## config.mk

```make
export PLATFORM = sky130hd
export DESIGN_NAME = sqrt
export DESIGN_NICKNAME = d
export VERILOG_FILES = /design/src/rtl/sqrt_pkg.sv /design/src/rtl/sqrt_datapath.sv /design/src/rtl/sqrt.sv
export SDC_FILE = /design/constraint.sdc
export NUM_CORES = 1
export LEC_CHECK = 0
export ABC_AREA = 1
export ABC_CLOCK_PERIOD_IN_PS = 1740
export BUFFER_PORTS_ARGS = -buffer_cell sky130_fd_sc_hd__buf_4
export CELL_PAD_IN_SITES_DETAIL_PLACEMENT = 0
export CELL_PAD_IN_SITES_GLOBAL_PLACEMENT = 2
export CORE_MARGIN = 1
export CORE_UTILIZATION = 30
export CTS_CLUSTER_DIAMETER = 150
export DETAILED_ROUTE_END_ITERATION = 10
export PLACE_DENSITY = 0.87
export SLEW_MARGIN = 25
export SYNTH_ARGS = -nofsm -noshare
export SYNTH_HDL_FRONTEND = slang
export SYNTH_SLANG_ARGS = --single-unit
```

## constraint.sdc

```tcl
create_clock -name clk -period 1.74 [get_ports clk]
set_clock_uncertainty 0.1 [all_clocks]
set_input_delay 0.261 -clock clk [delete_from_list [all_inputs] [get_ports clk]]
set_output_delay 0.261 -clock clk [all_outputs]
set_load 0.01 [all_outputs]
```

## src/rtl/sqrt_pkg.sv

```systemverilog
// Shared types and width helpers for the sequential integer square-root unit.
// Widths are derived from the operand width so every file sizes its registers the same way.
package sqrt_pkg;

  typedef enum logic [1:0] {
    IDLE,
    CALC,
    DONE
  } state_t;

  // Root width, running-square width and odd-delta width for a given operand width.
  function automatic int rw_of(input int width);
    return width / 2;
  endfunction

  function automatic int sqw_of(input int width);
    return width + 1;
  endfunction

  function automatic int dw_of(input int width);
    return width / 2 + 2;
  endfunction

  localparam int SQUARE_INIT = 1;
  localparam int DELTA_INIT  = 3;

endpackage

```

## src/rtl/sqrt_datapath.sv

```systemverilog
// Odd-number accumulation datapath: latched operand, running square, odd delta and result.
// The controller sequences it through load, step and capture enables.
module sqrt_datapath
  import sqrt_pkg::*;
#(
  parameter int WIDTH = 8
) (
  input  logic               clk,
  input  logic               clr,
  input  logic               load,
  input  logic               step,
  input  logic               capture,
  input  logic [WIDTH-1:0]   sw,
  output logic               lte,
  output logic [WIDTH/2-1:0] root
);

  localparam int RW  = rw_of(WIDTH);
  localparam int SQW = sqw_of(WIDTH);
  localparam int DW  = dw_of(WIDTH);

  // Declaration initialisers give the same power-on state as clr.
  logic [WIDTH-1:0] a_reg      = '0;
  logic [SQW-1:0]   square_reg = SQW'(SQUARE_INIT);
  logic [DW-1:0]    delta_reg  = DW'(DELTA_INIT);
  logic [RW-1:0]    root_reg   = '0;
  logic [RW-1:0]    root_next;

  // delta = 2k+3 once the square has passed the operand, so the root is delta/2 - 1.
  assign root_next = RW'(delta_reg >> 1) - RW'(1);
  assign lte       = (square_reg <= {1'b0, a_reg});
  assign root      = root_reg;

  always_ff @(posedge clk) begin
    if (clr) begin
      a_reg      <= '0;
      square_reg <= SQW'(SQUARE_INIT);
      delta_reg  <= DW'(DELTA_INIT);
      root_reg   <= '0;
    end else begin
      if (load) begin
        a_reg      <= sw;
        square_reg <= SQW'(SQUARE_INIT);
        delta_reg  <= DW'(DELTA_INIT);
      end else if (step) begin
        square_reg <= square_reg + SQW'(delta_reg);
        delta_reg  <= delta_reg + DW'(2);
      end
      if (capture) begin
        root_reg <= root_next;
      end
    end
  end

endmodule

```

## src/rtl/sqrt.sv

```systemverilog
// Sequential integer square root: root = floor(sqrt(sw)) via odd-number accumulation.
// A three-state controller drives the datapath under a go/done handshake.
module sqrt
  import sqrt_pkg::*;
#(
  parameter int WIDTH = 8
) (
  input  logic               clk,
  input  logic               clr,
  input  logic               go,
  input  logic [WIDTH-1:0]   sw,
  output logic               done,
  output logic [WIDTH/2-1:0] root
);

  state_t state_reg = IDLE;
  state_t state_next;
  logic   load;
  logic   step;
  logic   capture;
  logic   lte;

  always_ff @(posedge clk) begin
    if (clr) begin
      state_reg <= IDLE;
    end else begin
      state_reg <= state_next;
    end
  end

  always_comb begin
    state_next = state_reg;
    load       = 1'b0;
    step       = 1'b0;
    capture    = 1'b0;
    done       = 1'b0;
    case (state_reg)
      IDLE: begin
        if (go) begin
          load       = 1'b1;
          state_next = CALC;
        end
      end
      CALC: begin
        if (lte) begin
          step = 1'b1;
        end else begin
          capture    = 1'b1;
          state_next = DONE;
        end
      end
      DONE: begin
        done = 1'b1;
        // Result stays presented until the requester drops go.
        if (!go) begin
          state_next = IDLE;
        end
      end
      default: begin
        state_next = IDLE;
      end
    endcase
  end

  sqrt_datapath #(
    .WIDTH(WIDTH)
  ) u_datapath (
    .clk    (clk),
    .clr    (clr),
    .load   (load),
    .step   (step),
    .capture(capture),
    .sw     (sw),
    .lte    (lte),
    .root   (root)
  );

endmodule

```

==> flow_results.org <==
** GRT
- Maximum number of pins on one net before global-route repair :: 26
- The first global-routing pass estimated 6996 um of wire.
- After global routing the overflow that remains totals 0.
- In the global route stage, met1 resource usage came out at 0.2009.
- Met3 GRT Util :: 0.01765
- Most used routing layer in global routing :: met2
- Vias in the first global route :: 1506
- Met2 Usage GRT :: 0.2381
- The number of antenna violations at the first check in global routing came to 0.
- Overall routing resource usage :: 0.1454

** Drt
- Drt drc :: 0
- Number of optimization iterations in the first detailed-route pass :: 4
- Routed wire length :: 4241 um
- Summing over every cut layer, the via total after detailed routing is 1635.
- The detail route stage leaves a number of antenna-violating nets equal to 0.
- In the final routed layout, each cell accounts on average for 12.12 um.
- Count of routing violations after the opening detailed-route iteration :: 84
- Routed vias/inst :: 4.671

** Worst setup path
- STA puts the critical path data required time at 1860 ps.
- Crit path top cell by count :: sky130_fd_sc_hd__nand2_2
- Type of destination of the critical path :: flop
- Worst Path Arrival :: 1840 ps
- The worst setup path is launched from a flop.
- Class of the most critical setup path :: reg -> reg
- The cell family contributing the most delay on the critical path is simple AND/OR/NAND/NOR gates.
- Walking the worst path, the cells encountered are inv_1 -> ha_4 -> nand2_2 -> nor2_1 -> nand3b_1 -> nand3_2 -> nand2_4 -> buf_12 -> nand2_8 -> nand2_2 -> a21oi_2.
- Together, buffers and inverters on the worst path number 2.
- The most critical setup path has its startpoint at u_datapath.a_reg[1]$_SDFFE_PP0P_.
- On the critical path, the stage with the largest delay is an instance of sky130_fd_sc_hd__dfxtp_2.
- Delay of the slowest cell on the worst path :: 320 ps
- In this run the worst path has a maximum fanout of 5.
- In this run the critical register-to-register path is launched from u_datapath.a_reg[1]$_SDFFE_PP0P_.

** Die
- Pin placement for this block handled 16 I/O pins.
- Full die area :: 0.006075 mm^2
- The initial utilization of the core area, before any placement, comes to 0.3123.
- The floorplan has 27 rows.
- From left edge to right edge, the die measures 77.95 um.
- Die outline height :: 77.95 um
- After floorplanning, the core was sized to cover 0.005540 mm^2.

** Timing
- After routing, the total negative slack on setup checks comes to 0 ps.
- Number of endpoints failing setup at the final stage :: 0
- Unrepaired setup endpoints after global routing :: yes
- Dividing the final minimum period by the clock period gives 0.9875.
- Pins over their slew limit :: 0
- Measured against its own limit, the worst slew margin works out to 0.7718.
- For this run, the top clock speed supported by timing is 0.5820 GHz.
- The count of endpoints failing hold in the final timing report came to 0.
- Transition at the pin with the smallest max-transition slack :: 342.0 ps
- Final worst path period need :: 1718 ps

** Pwr
- Leakage :: 1.058 nW
- IR Drop Worst-Case VDD :: 472.3 uV
- Dividing total power by cell area gives a power density of 1030 mW/mm^2.

** Logic synthesis
- Synthesis produced a netlist whose cell count is 243.
- Each instance of the synthesized netlist takes up on average 7.121 um^2.
- Library cells used by synthesis :: 26
- Yosys Warn Count :: 0
- When the netlist entered floorplanning its net count stood at 270.
- Of the synthesized area, sequential elements account for 0.3239.
- After synthesis the cells add up to 0.001730 mm^2.
- After synthesis the netlist holds a flip-flop and latch count of 28.

** Layout
- Counting the fill cells in the layout gives 571.
- Leaving out fill and tap cells, the most frequent cells in the layout are 43 x sky130_fd_sc_hd__nand2_1, 34 x sky130_fd_sc_hd__buf_4, 23 x sky130_fd_sc_hd__a21oi_1.
- Most common cell after layout, fill and taps aside :: sky130_fd_sc_hd__nand2_1
- The finished layout holds 350 standard cells, fillers aside.
- Growth of design area from synthesis to finish :: 41.36%
- Fin nets :: 307
- Number of flip-flops under the largest register name :: 9
- In the final layout, the share of cells above drive strength 1 is 0.4137.
- N_diodes :: 0

** Placed design
- Detailed placement finished with a half-perimeter wire length of 2943 um.
- Number of I/O port buffers :: 15
- Routability congestion estimate :: 0.7800
- Cell Count Post-Placement :: 341

** Clock tree
- Maximum root-to-sink buffer count :: 2
- Clock tree synthesis selected as its root buffer the cell sky130_fd_sc_hd__clkbuf_8.
- In this run, post-CTS hold repair placed 0 buffers.
- Counting every sink on the clock net gives 28.
- In this run, CTS created clock tree buffers numbering 3.
- CTS built an H-tree with a depth of 1.
- Clock tree from TritonCTS :: done
- The later pin in the worst-skew pair is clocked with a latency of 280 ps.
- Clock-pin slew was measured on the worst setup and hold paths at 100 ps.

** Outcome
- The flow ran to the end, and the final reports show no timing, DRC or antenna violations.

** Hold path
- The worst hold path begins at clr.
- Hold Path Class :: in -> reg

** Flow run
- Max Cap Viol :: 0
## per-stage QoR
step	hold WS [ps]	power, mW	util	area [um^2]	setup WS (ps)
floorplan	307.3	1.406	-	1730	48.98
detailed placement	353.3	1.723	0.3697	2048	-62.02
CTS	98.39	2.244	0.3972	2201	-2.832
finish	93.67	2.520	0.4415	2446	21.71
global route	102.6	2.695	0.4415	2446	-96.80
global placement	348.1	1.720	0.3697	2048	-21.69
## cell usage after synthesis
cell / count / share of area
sky130_fd_sc_hd__fa_1: 1 / 0.012
sky130_fd_sc_hd__nand2_1: 56 / 0.12
sky130_fd_sc_hd__dfxtp_1: 28 / 0.32
sky130_fd_sc_hd__nor2_4: 1 / 0.0065
sky130_fd_sc_hd__clkbuf_1: 1 / 0.0022
sky130_fd_sc_hd__nor2_1: 13 / 0.028
sky130_fd_sc_hd__or2_2: 1 / 0.0036
sky130_fd_sc_hd__nand2_2: 3 / 0.011
sky130_fd_sc_hd__nor3_2: 1 / 0.0058
sky130_fd_sc_hd__xnor2_1: 4 / 0.020
sky130_fd_sc_hd__nor2_2: 2 / 0.0072
sky130_fd_sc_hd__nand3_1: 25 / 0.072
sky130_fd_sc_hd__inv_1: 32 / 0.069
sky130_fd_sc_hd__buf_6: 1 / 0.0065
sky130_fd_sc_hd__nand3_2: 2 / 0.012
sky130_fd_sc_hd__ha_1: 15 / 0.11
sky130_fd_sc_hd__nor3_1: 1 / 0.0029
sky130_fd_sc_hd__buf_4: 2 / 0.0087
sky130_fd_sc_hd__a21oi_1: 29 / 0.084
sky130_fd_sc_hd__xor2_1: 4 / 0.020
sky130_fd_sc_hd__nand4_1: 5 / 0.018
sky130_fd_sc_hd__buf_2: 3 / 0.0087
sky130_fd_sc_hd__o21ai_0: 8 / 0.023
sky130_fd_sc_hd__nand2_8: 1 / 0.012
sky130_fd_sc_hd__inv_2: 2 / 0.0043
sky130_fd_sc_hd__nand3b_1: 2 / 0.0087
## worst paths after layout
path	slack, ps	end	cells past startpoint
max	20	u_datapath.delta_reg[3]$_SDFFE_PP0P_	11
min	90	state_reg[0]$_SDFFE_PP0P_	2
max reg2reg	20	u_datapath.delta_reg[3]$_SDFFE_PP0P_	11
min reg2reg	370	u_datapath.root[2]$_SDFFE_PP0P_	2
## report_power, final
| group | internal, mW | switching [mW] |
|---|---|---|
| registers | 0.719 | 0.0570 |
| logic | 0.664 | 0.709 |
| clock network | 0.156 | 0.214 |
| total | 1.54 | 0.981 |
## kinds of logic (layout without fill, tap and decap cells)
kind of cell	count (synthesis)	count (layout)	share of synthesized area
AOI/OAI and AO/OA	37	37	0.1070
xor gates and xnor gates	8	8	0.04049
adders and majority gates	16	16	0.1200
buffers and inverters	41	75	0.09978
DFF	28	28	0.3239
and+or+nand+nor	113	114	0.3087
## cell type report
type,instances,area [um^2],area share
Clock buffer,3,41.29,0.01688
Timing Repair Buffer,38,347.8,0.1422
Sequential cell,28,581.8,0.2379
Multi-Input combinational cell,175,1257,0.5141
Inverter,34,127.6,0.05217
Tap cell,72,90.09,0.03683
## routing by layer
| metal | part of all wire | routed length (um) |
|---|---|---|
| met1 | 0.50 | 2103 |
| met2 | 0.47 | 1986 |
| met3 | 0.026 | 111 |
| met4 | 0.0094 | 40 |
| met5 | 0 | 0 |
## timing repair
action / in CTS / in global routing
resized for setup: 15 / 52
cloned: 1 / 2
buffers inserted: 2 / 1
pin swaps: 2 / 17
endpoints found under the setup margin: 18 / 20
Power figures use the tool's default switching activity.
